File: config.mk
export PLATFORM = sky130hd
export DESIGN_NAME = ps2_keymap_decoder
export DESIGN_NICKNAME = d
export VERILOG_FILES = /design/src/rtl/ps2_keymap_decoder.sv
export SDC_FILE = /design/constraint.sdc
export NUM_CORES = 1
export LEC_CHECK = 0
export CORE_MARGIN = 4
export CORE_UTILIZATION = 30
export CTS_BUF_LIST = sky130_fd_sc_hd__clkbuf_4 sky130_fd_sc_hd__clkbuf_8
export DETAILED_ROUTE_END_ITERATION = 10
export PLACE_DENSITY = 0.57
export SLEW_MARGIN = 20
export SYNTH_ARGS = -nofsm -noshare
export SYNTH_HDL_FRONTEND = slang
export SYNTH_SLANG_ARGS = --single-unit
File: constraint.sdc
create_clock -name clk -period 6.18 [get_ports clk]
set_clock_uncertainty 0.15 [all_clocks]
set_input_delay 0.927 -clock clk [delete_from_list [all_inputs] [get_ports clk]]
set_output_delay 0.927 -clock clk [all_outputs]
set_load 0.05 [all_outputs]
File: src/rtl/ps2_keymap_decoder.sv
// PS/2 Set-2 scan-code decoder: follows E0/F0/E1 prefixes, maps configured codes onto a
// held-key vector and emits one-cycle make/break/repeat events with a stale-prefix timeout.
module ps2_keymap_decoder #(
   parameter int NUM_KEYS = 8,
   parameter logic [9*NUM_KEYS-1:0] KEY_CODES = {9'h004, 9'h006, 9'h005, 9'h02D,
                                                 9'h023, 9'h01B, 9'h01C, 9'h01D},
   parameter int TIMEOUT_CYCLES = 200000,
   localparam int IDX_W = (NUM_KEYS > 1) ? $clog2(NUM_KEYS) : 1
) (
   input  logic                clk,
   input  logic                reset,
   input  logic                rx_done,
   input  logic [7:0]          rx_data,
   output logic [NUM_KEYS-1:0] key_state,
   output logic                event_valid,
   output logic                event_release,
   output logic                event_repeat,
   output logic                event_mapped,
   output logic [IDX_W-1:0]    event_index,
   output logic [8:0]          event_code
);

   localparam int CNT_W = $clog2(TIMEOUT_CYCLES + 1);
   localparam logic [CNT_W-1:0] CNT_MAX = CNT_W'(TIMEOUT_CYCLES);

   typedef enum logic [2:0] {S_IDLE, S_EXT, S_BRK, S_EXT_BRK, S_PAUSE} state_t;
   typedef enum logic [2:0] {K_E0, K_F0, K_E1, K_BAT, K_ERR, K_ACK, K_FAKE, K_OTHER} kind_t;

   state_t              state;
   logic   [2:0]        skip_cnt;
   logic   [CNT_W-1:0]  tmo_cnt;

   kind_t               kind;
   logic                restart;
   logic                fire;
   logic                rel;
   logic                clear_all;
   logic   [8:0]        cand_code;
   logic                hit;
   logic   [IDX_W-1:0]  hit_idx;
   logic   [NUM_KEYS-1:0] onehot;

   function automatic state_t prefix_state(input kind_t k);
      case (k)
         K_E0:    return S_EXT;
         K_F0:    return S_BRK;
         K_E1:    return S_PAUSE;
         default: return S_IDLE;
      endcase
   endfunction

   always_comb begin
      case (rx_data)
         8'hE0:               kind = K_E0;
         8'hF0:               kind = K_F0;
         8'hE1:               kind = K_E1;
         8'hAA:               kind = K_BAT;
         8'h00, 8'hFF:        kind = K_ERR;
         8'hFA, 8'hEE, 8'hFE: kind = K_ACK;
         8'h12, 8'h59:        kind = K_FAKE;
         default:             kind = K_OTHER;
      endcase
   end

   // A byte that "restarts" is handled exactly as if the FSM were idle.
   always_comb begin
      restart = 1'b0;
      case (state)
         S_IDLE:            restart = 1'b1;
         S_EXT:             restart = kind inside {K_E0, K_E1, K_BAT, K_ERR};
         S_BRK, S_EXT_BRK:  restart = kind inside {K_E0, K_E1, K_F0, K_ERR};
         default:           restart = 1'b0;
      endcase
   end

   always_comb begin
      fire = 1'b0;
      if (rx_done) begin
         case (state)
            S_IDLE:    fire = kind inside {K_FAKE, K_OTHER};
            S_EXT:     fire = !restart && (kind inside {K_ACK, K_OTHER});
            S_BRK:     fire = !restart;
            S_EXT_BRK: fire = !restart && (kind != K_FAKE);
            default:   fire = 1'b0;
         endcase
      end
      rel       = (state == S_BRK) || (state == S_EXT_BRK);
      clear_all = rx_done && restart && (kind inside {K_BAT, K_ERR});
      cand_code = {(state == S_EXT) || (state == S_EXT_BRK), rx_data};
   end

   always_comb begin
      hit     = 1'b0;
      hit_idx = '0;
      // NOTE: scanning downward makes the lowest matching entry the last write, so it wins.
      for (int i = NUM_KEYS - 1; i >= 0; i--) begin
         if (KEY_CODES[9*i +: 9] == cand_code) begin
            hit     = 1'b1;
            hit_idx = IDX_W'(i);
         end
      end
      onehot = hit ? (NUM_KEYS'(1) << hit_idx) : '0;
   end

   always_ff @(posedge clk) begin
      if (reset) begin
         state         <= S_IDLE;
         skip_cnt      <= '0;
         tmo_cnt       <= '0;
         key_state     <= '0;
         event_valid   <= 1'b0;
         event_release <= 1'b0;
         event_repeat  <= 1'b0;
         event_mapped  <= 1'b0;
         event_index   <= '0;
         event_code    <= '0;
      end else begin
         event_valid <= fire;
         if (fire) begin
            event_release <= rel;
            event_repeat  <= !rel && |(key_state & onehot);
            event_mapped  <= hit;
            event_index   <= hit_idx;
            event_code    <= cand_code;
         end

         if (clear_all)
            key_state <= '0;
         else if (fire)
            key_state <= rel ? (key_state & ~onehot) : (key_state | onehot);

         if (rx_done) begin
            tmo_cnt <= '0;
            if (restart) begin
               state <= prefix_state(kind);
               if (kind == K_E1)
                  skip_cnt <= 3'd7;
            end else begin
               case (state)
                  S_EXT:   state <= (kind == K_F0) ? S_EXT_BRK : S_IDLE;
                  S_PAUSE: begin
                     if (skip_cnt <= 3'd1) begin
                        skip_cnt <= '0;
                        state    <= S_IDLE;
                     end else begin
                        skip_cnt <= skip_cnt - 3'd1;
                     end
                  end
                  default: state <= S_IDLE;
               endcase
            end
         end else if (tmo_cnt != CNT_MAX) begin
            tmo_cnt <= tmo_cnt + CNT_W'(1);
         end else if (state != S_IDLE) begin
            // Stale prefix: the rest of the code was lost, drop back without an event.
            state <= S_IDLE;
         end
      end
   end

endmodule

# After elaboration in Yosys (flattened, before gate mapping)
# Index checks and enable logic that the tools add are counted.
totals:
  regBits: 48
  latchBits: 0
  ramBits: 0
  romBits: 0
  in_bits: 11
  output_inout_bits: 24
  word_cells: 115
  memories: 0
op_classes:
  n_addsub: 2
  multipliers: 0
  div_mod_pow: 0
  n_lt_le_gt_ge: 1
  eq_ne: 34
  shifts: 1
  muxes: 34
  n_bitwise: 4
  reduce_logical: 29
ops:
  columns: ["operator", "count"]
  rows:
  - ["8-bit equality test (second input constant)", 8]
  - ["3-bit two-way mux", 17]
  - ["3-bit by 9-bit equality test with 1-bit output (first input constant)", 3]
  - ["5-bit by 9-bit equality test with 1-bit output (first input constant)", 3]
  - ["3-bit case mux with 7 select lines", 1]
  - ["18-bit by 1-bit adder with 18-bit output (second input constant)", 1]
  - ["6-bit by 9-bit equality test with 1-bit output (first input constant)", 2]
  - ["18-bit != test (second input constant)", 1]
  - ["8-bit AND", 2]
  - ["8-bit two-way mux", 2]
  - ["3-bit equality test (second input constant)", 5]
  - ["3-bit by 2-bit equality test with 1-bit output (second input constant)", 4]
  - ["2-bit nonzero test", 5]
  - ["2-bit OR reduction", 5]
  - ["1-bit two-way mux", 9]
  - ["3-bit case mux with 3 select lines", 1]
  - ["8-bit by 5-bit equality test with 1-bit output (second input constant)", 1]
  - ["8-bit by 7-bit equality test with 1-bit output (second input constant)", 1]
  - ["8-bit logical NOT", 1]
  - ["8-bit inverter", 1]
  - ["8-bit bitwise OR", 1]
  - ["4-bit nonzero test", 2]
  - ["8-bit OR reduction", 1]
  - ["1-bit by 3-bit << shifter with 8-bit output (first input constant)", 1]
  - ["18 further kinds", 27]

# Longest topological paths before layout
# Gate-level depths: netlist (run 1).
depth:
  depth_word: 16
  depth_mapped: 10
  mapped_depth_nobuf: 8

# Least setup slack after synthesis (run 1)
# OpenSTA, ideal clock, no wires.
synth_path:
  path_kind: "input-to-reg"
  startpoint: "input rx_data[1]"
  endpoint: "register event_mapped"
  setup_time_ns: 0.133
  arrival_ns: 2.897
  t_required_ns: 5.897
  slack_ns: 3.001
  path_stages: 9
  n_path_buf: 2
  cell_sequence: "buf_2 or4_4 nor4b_4 o22a_4 o21ai_1 a211o_1 buf_6 nor4_1 nor3_1"
synth_via:
  elab_chain_len: 10
  word_cells_on_any_way: 50
  cone_classes: "eq/ne: 26; mux: 12; reduce/logical: 12"
synth_rtl:
  columns: ["element", "line", "text"]
  rows:
  - ["start, declared", "13", "input logic [7:0] rx_data,"]
  - ["8-bit equality test (tied with other cells)", "53", "case (rx_data)"]
  - ["3-bit OR reduction or 2-bit OR reduction (tied branches)", "53", null]
  - ["3-bit case mux with 7 select lines", "53", null]
  - ["3-bit by 2-bit equality test with 1-bit output (tied with other cells)", "70, 71", null]
  - ["4-bit nonzero test (on tied branches)", "71, 70", null]
  - ["1-bit case mux with 3 select lines", "68", "case (state)"]
  - ["1-bit logical NOT", "81, 82, 83", null]
  - ["1-bit logical AND (on tied branches)", "83, 81", null]
  - ["1-bit case mux with 4 select lines", "79", "case (state)"]
  - ["1-bit two-way mux", "78", "if (rx_done) begin"]
  - ["end signal, assigned", "122", "event_mapped <= hit;"]
  - ["end, declared", "18", "output logic event_mapped,"]
# Several ways; a longest one is shown, not always the timed one.
# A chain may end at the register's enable or synchronous reset.

==> flow_summary.toml, run 1 <==
[run_status]
status = "finished, final reports clean"

[critical_path]
path_buf_inv = 1
path_delay_family = "simple AND/OR/NAND/NOR gates"
crit_slowest_cell = "clkdlybuf4s50_1"
critPathArrivalTime_ns = 4.17
crit_type = "input port to flop"
crit_path_end_kind = "flop"
required_ns = 6.24
crit_fanout = 22
worstSetupStartpointType = "input port"
critPathMaxStageDelay_ns = 0.72
cp_cell_sequence = "clkdlybuf4s50_1, or4_4, nor4b_4, o22a_4, o21ai_1, a211o_1, nand2b_1, a221oi_1"

[route]
vias_per_cell = 5.204
antenna_left = 0
drc = 0
dr.pass1.iters = 4
vias = 2300
routed_wl_mm = 6.004
wl_per_cell_um = 13.58
drt_iter0_markers = 164

[finish]
final_area_sq_um = 3067
final_nets = 351
diodes = 0
multiInputGateArea_sq_um = 1491
regArea_sq_um = 960.9
drive_above_1_share_pct = 4.748
syn_to_final_growth_pct = 19.10
fillers = 879

[synth]
synthTopCellsByArea = "dfxtp_1, nor2_1, mux2i_1"
ys_ff_latch = 48
synth_flop_cell = "dfxtp_1"
synth_area_sq_um = 2575
yosysMostFrequentCell = "dfxtp_1"
synthTopCellsByCount = "dfxtp_1, nor2_1, nand2_1, a21oi_1, nand3_1"
avgSynthCellArea_sq_um = 8.333
synth-edff-count = 0
yosysTopAreaCellShare_pct = 37.32
synth_nets = 324
ys_types = 61
ys_seq_area_share_pct = 37.32
yosys_warnings = 0
async_reset_ff_share_pct = 0
yosys.area.top_type = "dfxtp_1"
synthCells = 309

[pwr]
sequentialPowerShare_pct = 53.0
swShare_pct = 26.15
total_leakage_power_uw = 0.001033
combinationalPowerShare_pct = 13.4
p_int_uw = 443.9
peakVddDrop_v = 0.00007368
p_switching_uw = 157.2
p_clk_share_pct = 33.6
cellPowerDensity_nw_per_um2 = 196.0

[timing]
setup-violations-final = 0
finalCritPeriodShare_pct = 66.48
period_needed_ns = 4.109
hold_violations = 0
relSlewSlack_pct = 39.66
max_freq_ghz = 0.2434
tightest_slew_ns = 0.9051
setup-tns-final_ns = 0
slew_viol_final = 0
grt_setup_unrepaired = "no"

[global_routing]
track_usage_pct = 12.48
use_met3_pct = 3.045
met1_usage_pct = 17.70
grt_pass1_wl_mm = 10.37
overflow = 0
grt_pass1_vias = 2161
antenna_found_initial = 0
grt-busiest-layer = "met2"
grt_max_degree = 23
use_met2_pct = 18.63

[placement]
io_buffer_count = 34
dpl.hpwl_mm = 4.418
placed_area_sq_um = 2969
globalplace.congestion = 0.8119

[floorplan]
dieArea_sq_um = 10130
start_util_pct = 31.03
core.rowCount = 33
core-area_sq_um = 8299
fp.dieH_um = 100.6
fp.dieW_um = 100.6
io_pins = 35

[clocking]
cts_resized = 0
cts_tree = "done"
cts_num_sinks = 48
htreeDepth = 2
post-cts-setup-buffer-count = 0
clk_latency_ns = 0.30
numCtsBuffers = 5
cts_buffer_depth = 2
clockRootBuffer = "clkbuf_8"
path_clk_slew_ns = 0.08
holdBufCountCts = 0

[run]
max_cap_violations = 0

[min_path]
hp-class = "flop to flop"
==> metal layers <==
| metal | wire, um | vias up |
|---|---|---|
| met5 | 0 | - |
| met4 | 80 | 0 |
| met3 | 290 | 8 |
| met2 | 2619 | 45 |
| met1 | 3015 | 1073 |
| li1 | - | 1174 |
==> final timing paths <==
path / from / depth (start not counted) / slack, ns / to
setup / recovery: rx_data[0] / 8 / 2.07 / flop
hold / removal: event_index[0]$_SDFFE_PP0P_ / 2 / 0.32 / event_index[0]$_SDFFE_PP0P_
setup reg to reg: state[2]$_SDFFE_PP0P_ / 7 / 3.54 / flop
hold reg to reg: event_index[0]$_SDFFE_PP0P_ / 2 / 0.32 / event_index[0]$_SDFFE_PP0P_
==> worst reg2reg max path, cell delays in order, from the launching register on <==
cell       delay [ns]
dfxtp_1          0.39
inv_1            0.21
o221ai_1         0.15
a311oi_1         0.33
a2bb2oi_2        0.09
a211o_1          0.65
nand2b_1         0.29
a221oi_1         0.29
==> stage by stage <==
step / cells / total power [uW] / utilization [%] / hold slack (ns) / setup slack (ns)
2_1_floorplan: 309 / 382.0 / - / 0.3063 / 3.001
3_3_place_gp: 434 / 406.3 / 35.78 / 0.3092 / 1.884
3_5_place_dp: 434 / 406.7 / 35.78 / 0.3107 / 1.785
4_1_cts: 442 / 612.0 / 36.95 / 0.3231 / 2.111
5_1_grt: 442 / 632.7 / 36.95 / 0.3814 / 1.842
6_report: 442 / 601.0 / 36.95 / 0.3201 / 2.071
==> logic make-up (layout without fill, tap and decap cells) <==
family | after synthesis | count (layout) | synth area share [%]
AND/OR/NAND/NOR | 145 | 145 | 30.08
buffers and inverters | 26 | 54 | 4.761
adder cells (fa/ha/maj) | 4 | 4 | 1.944
multiplexers | 13 | 13 | 5.053
XOR/XNOR | 12 | 12 | 4.082
AO/OA/AOI/OAI | 61 | 61 | 16.76
flip-flops | 48 | 48 | 37.32
==> cell type report <==
cell class / count / area share [%]
Inverter: 12 / 1.469
Timing Repair Buffer: 34 / 11.10
Tap cell: 105 / 4.284
Sequential cell: 48 / 31.33
Multi-Input combinational cell: 235 / 48.63
Clock buffer: 8 / 3.182
==> placed cells by master (no fill, tap or decap), drive strengths merged, types with 4 or more instances in the layout <==
cell type | synthesis | final
a21oi | 19 | 19
a221oi | 4 | 4
a311oi | 4 | 4
clkbuf | 9 | 8
clkdlybuf4s50 | 0 | 34
dfxtp | 48 | 48
ha | 4 | 4
inv | 12 | 12
mux2i | 13 | 13
nand2 | 20 | 20
nand2b | 6 | 6
nand3 | 14 | 14
nand4 | 5 | 5
nor2 | 46 | 46
nor2b | 6 | 6
nor3 | 10 | 10
nor4 | 6 | 6
o21ai | 9 | 9
or3 | 4 | 4
xnor2 | 5 | 5
xor2 | 7 | 7
==> power groups by stage <==
stage	clock (uW)	combinational (uW)	sequential [uW]
after floorplan	0	38.8	343
after global placement	0	80.3	326
after detailed placement	0	80.7	326
after CTS	212	80.8	319
after global routing	226	87.3	320
final	202	80.7	319
Power figures use the tool's default switching activity.
==> run 2: changes to the inputs <==
Settings changed: PLACE_DENSITY 0.57 to 0.59.
Clock period 6.18 ns to 3.7 ns, I/O delays scaled along.
==> run 2 against run 1 <==
Power increased by 68%. Wire length rose by 2.1%. Clock-buffer cell count down 1. Via count increased by 1.3%. Highest routed layer unchanged.
==> flow_summary.toml, run 2 (synthesis results as in run 1) <==
[route]
wl_per_cell_um = 13.60
drc = 0
routed_wl_mm = 6.133
dr.pass1.iters = 4
antenna_left = 0
vias = 2330
drt_iter0_markers = 126
vias_per_cell = 5.166

[timing]
tightest_slew_ns = 0.8546
slew_viol_final = 0
setup_ws_ns = 0.5617
grt_setup_unrepaired = "no"
max_freq_ghz = 0.3186
period_needed_ns = 3.138
finalCritPeriodShare_pct = 84.82
setup-tns-final_ns = 0
setup-violations-final = 0
hold_violations = 0
relSlewSlack_pct = 42.85

[global_routing]
grt_max_degree = 23
track_usage_pct = 12.47
antenna_found_initial = 0
grt_pass1_vias = 2167
grt_pass1_wl_mm = 10.44
overflow = 0

[critical_path]
critPathArrivalTime_ns = 3.18
crit_path_end_kind = "flop"
crit_type = "input port to flop"
crit_fanout = 10
worstSetupStartpointType = "input port"
required_ns = 3.75

[clocking]
htreeDepth = 2
cts_num_sinks = 48
clk_latency_ns = 0.29
cts_buffer_depth = 2
numCtsBuffers = 5
holdBufCountCts = 0
cts_tree = "done"
cts_resized = 0
path_clk_slew_ns = 0.09
post-cts-setup-buffer-count = 0
clockRootBuffer = "clkbuf_8"

[placement]
io_buffer_count = 34
globalplace.congestion = 0.8806
dpl.hpwl_mm = 4.445
place_ws_ns = 0.2854

[finish]
drive_above_1_share_pct = 7.225
final_nets = 360
syn_to_final_growth_pct = 22.21
diodes = 0
fillers = 849
final_common_cell = "dfxtp_1"
final_cell_mix = "dfxtp_1, nor2_1, clkdlybuf4s50_1"

[pwr]
total_leakage_power_uw = 0.001078
peakVddDrop_v = 0.0001432
cellPowerDensity_nw_per_um2 = 321.4

[floorplan]
fp.dieW_um = 100.6
start_util_pct = 31.03
dieArea_sq_um = 10130
core-area_sq_um = 8299
fp.dieH_um = 100.6
io_pins = 35
core.rowCount = 33

[run]
max_cap_violations = 0

[run_status]
status = "finished, final reports clean"

[min_path]
hp-class = "flop to flop"
-- run 2: final cells by class --
| type | count | area [sq um] | area share, % |
|---|---|---|---|
| inverters | 12 | 45.04 | 1.431 |
| repair buffers | 43 | 420.4 | 13.36 |
| clock buffers | 7 | 90.09 | 2.863 |
| clock inverters | 1 | 7.507 | 0.2386 |
| flip-flops and latches | 48 | 960.9 | 30.54 |
| well taps | 105 | 131.4 | 4.175 |
| multi-input cells | 235 | 1491 | 47.40 |
-- run 2: worst paths after layout --
check,startpoint,endpoint,slack (ns),cells after the start
worst max-delay path,rx_data[3],skip_cnt[2]$_SDFFE_PP0P_,0.56,8
worst min-delay path,event_index[0]$_SDFFE_PP0P_,event_index[0]$_SDFFE_PP0P_,0.31,2
worst max register to register,state[2]$_SDFFE_PP0P_,flop,1.38,8
worst min register to register,event_index[0]$_SDFFE_PP0P_,event_index[0]$_SDFFE_PP0P_,0.31,2
-- run 2: through the flow --
step                      util [%]  cells  instance area (sq um)  power, uW  hold WS (ns)
after floorplan                  -    309                   2575      638.0        0.3063
after global placement       36.74    443                   3049      686.6        0.3077
after detailed placement     36.74    443                   3049      686.9        0.3037
after CTS                    37.92    451                   3147       1026        0.3167
after global routing         37.92    451                   3147       1056        0.3296
final                        37.92    451                   3147       1011        0.3125
-- run 2: layer usage --
metal / vias up / track usage (%) / wire length [um] / share of wire (%)
met5: - / 0 / 0 / 0
met1: 1077 / 17.69 / 3065 / 50
li1: 1185 / - / - / -
met4: 0 / 3.005 / 65 / 1.1
met3: 6 / 3.045 / 322 / 5.3
met2: 62 / 18.99 / 2679 / 44
-- run 2: report_power, final --
| part | internal [uW] | switching [uW] | total [uW] |
|---|---|---|---|
| sequential | 526 | 5.83 | 532 |
| clock | 160 | 177 | 336 |
| combinational | 53.9 | 89.1 | 143 |
| total | 740 | 272 | 1010 |
-- run 2: critical path: stages --
cell	delay, ns
clkdlybuf4s50_1	0.56
or2_1	0.35
or3b_1	0.39
a211o_1	0.30
a21oi_1	0.20
a2bb2oi_1	0.50
a21oi_1	0.12
a31o_1	0.20
==> run 3: changes to the inputs <==
Settings changed: PLACE_DENSITY 0.59 to 0.57.
Clock period 3.7 ns to 3.3 ns, I/O delays scaled along.
==> run 3 against run 2 <==
Cell count grew 2.4%. Utilization is 1.0 points higher. Register-to-register slack worse by 0.42 ns. Highest routed layer unchanged. Flip-flop and latch count is the same. Combinational power grew 15%. Setup slack lost 0.18 ns. Critical path depth rose by 1. Power up 18%. Largest cell class unchanged. First-iteration DRC count down 8.7%. Global-route usage up 0.71 points. Sequential share of layout area down 0.79 points. Wire length increased by 1.2%.
==> flow_summary.toml, run 3 (synthesis results as in run 1) <==
[critical_path]
crit_path_end_kind = "flop"
worstSetupStartpointType = "input port"
critPathArrivalTime_ns = 2.94
required_ns = 3.32
crit_type = "input port to flop"
crit_fanout = 10
rr_worst_depth = 8

[timing]
relSlewSlack_pct = 57.37
setup-violations-final = 0
setup-tns-final_ns = 0
finalCritPeriodShare_pct = 88.50
hold_violations = 0
tightest_slew_ns = 0.6374
max_freq_ghz = 0.3424
slew_viol_final = 0
period_needed_ns = 2.920
grt_setup_unrepaired = "no"

[floorplan]
fp.dieW_um = 100.6
dieArea_sq_um = 10130
io_pins = 35
fp.dieH_um = 100.6
core.rowCount = 33
start_util_pct = 31.03
core-area_sq_um = 8299

[clocking]
htreeDepth = 2
cts_resized = 0
numCtsBuffers = 5
cts_tree = "done"
clockRootBuffer = "clkbuf_8"
cts_num_sinks = 48
cts_buffer_depth = 2
clk_latency_ns = 0.30
holdBufCountCts = 0
post-cts-setup-buffer-count = 0
path_clk_slew_ns = 0.09

[pwr]
peakVddDrop_v = 0.0001712
cellPowerDensity_nw_per_um2 = 369.3
total_leakage_power_uw = 0.001137

[global_routing]
met1_usage_pct = 19.98
overflow = 0
antenna_found_initial = 0
track_usage_pct = 13.18
grt_pass1_vias = 2228
grt_max_degree = 19
grt-busiest-layer = "met1"
grt_pass1_wl_mm = 11.07
use_met2_pct = 19.09
use_met3_pct = 2.491

[route]
antenna_left = 0
vias = 2355
drt_iter0_markers = 115
drc = 0
dr.pass1.iters = 4
vias_per_cell = 5.097
wl_per_cell_um = 13.44
routed_wl_mm = 6.208

[placement]
io_buffer_count = 34
dpl.hpwl_mm = 4.676
globalplace.congestion = 0.8877
place_inst = 454

[min_path]
hp-class = "flop to flop"
hold_depth = 2

[finish]
fillers = 842
diodes = 0
drive_above_1_share_pct = 10.08
final_common_cell = "dfxtp_1"
final_cell_mix = "dfxtp_1, nor2_1, clkdlybuf4s50_1"
syn_to_final_growth_pct = 25.46
fin_cells = 462
final_nets = 371

[run_status]
status = "finished, final reports clean"

[run]
max_cap_violations = 0
[run 3: changes by cell type in the layout (fill, tap and decap cells not counted)]
cell,change
buf_4,+12
buf_12,-1
bufinv_16,+1
clkbuf_8,-1
clkinv_2,+1
clkinvlp_4,-1
[run 3: critical path, stage by stage]
cell and delay, ns:
clkdlybuf4s50_1 0.44, or4_4 0.60, nor4b_4 0.27, o22a_4 0.21, o21ai_1 0.07, a211o_1 0.32, buf_4 0.19, nor4_1 0.28
nor3_1 0.07
[run 3: final timing paths]
| path | endpoint | slack [ns] | from |
|---|---|---|---|
| setup reg to reg | event_mapped$_SDFFE_PP0P_ | 0.96 | state[2]$_SDFFE_PP0P_ |
| setup / recovery | event_mapped$_SDFFE_PP0P_ | 0.38 | rx_data[0] |
| hold reg to reg | event_index[0]$_SDFFE_PP0P_ | 0.32 | event_index[0]$_SDFFE_PP0P_ |
| hold / removal | event_index[0]$_SDFFE_PP0P_ | 0.32 | event_index[0]$_SDFFE_PP0P_ |
[run 3: report_power, final]
group | total (uW) | switching [uW] | internal [uW]
Sequential | 597 | 6.59 | 590
Clock | 431 | 198 | 233
Combinational | 165 | 100 | 65.2
Total | 1190 | 304 | 888
[run 3: area by class of cell]
type / instances / area (sq um) / share of cell area (%)
multi-input combinational: 235 / 1491 / 46.17
sequential: 48 / 960.9 / 29.74
timing repair buffer: 54 / 490.5 / 15.18
tap: 105 / 131.4 / 4.067
clock buffer: 6 / 76.32 / 2.363
inverter: 12 / 45.04 / 1.394
clock inverter: 2 / 35.03 / 1.084
[run 3: per-layer routing]
layer	vias to the layer above	wire length, um
met4	0	40
met2	40	2671
met5	-	0
met1	1101	3265
li1	1210	-
met3	4	231
[run 3: stage by stage]
step | hold slack, ns | cell area (sq um) | power, uW | setup WS [ns] | utilization, %
floorplan | 0.3063 | 2575 | 715.4 | 0.5526 | -
global placement | 0.3077 | 3119 | 775.1 | 0.1149 | 37.58
CTS | 0.3184 | 3231 | 1211 | 0.3744 | 38.93
detailed placement | 0.3053 | 3119 | 775.8 | 0.06090 | 37.58
finish | 0.3151 | 3231 | 1193 | 0.3796 | 38.93
global route | 0.3613 | 3231 | 1244 | 0.2067 | 38.93
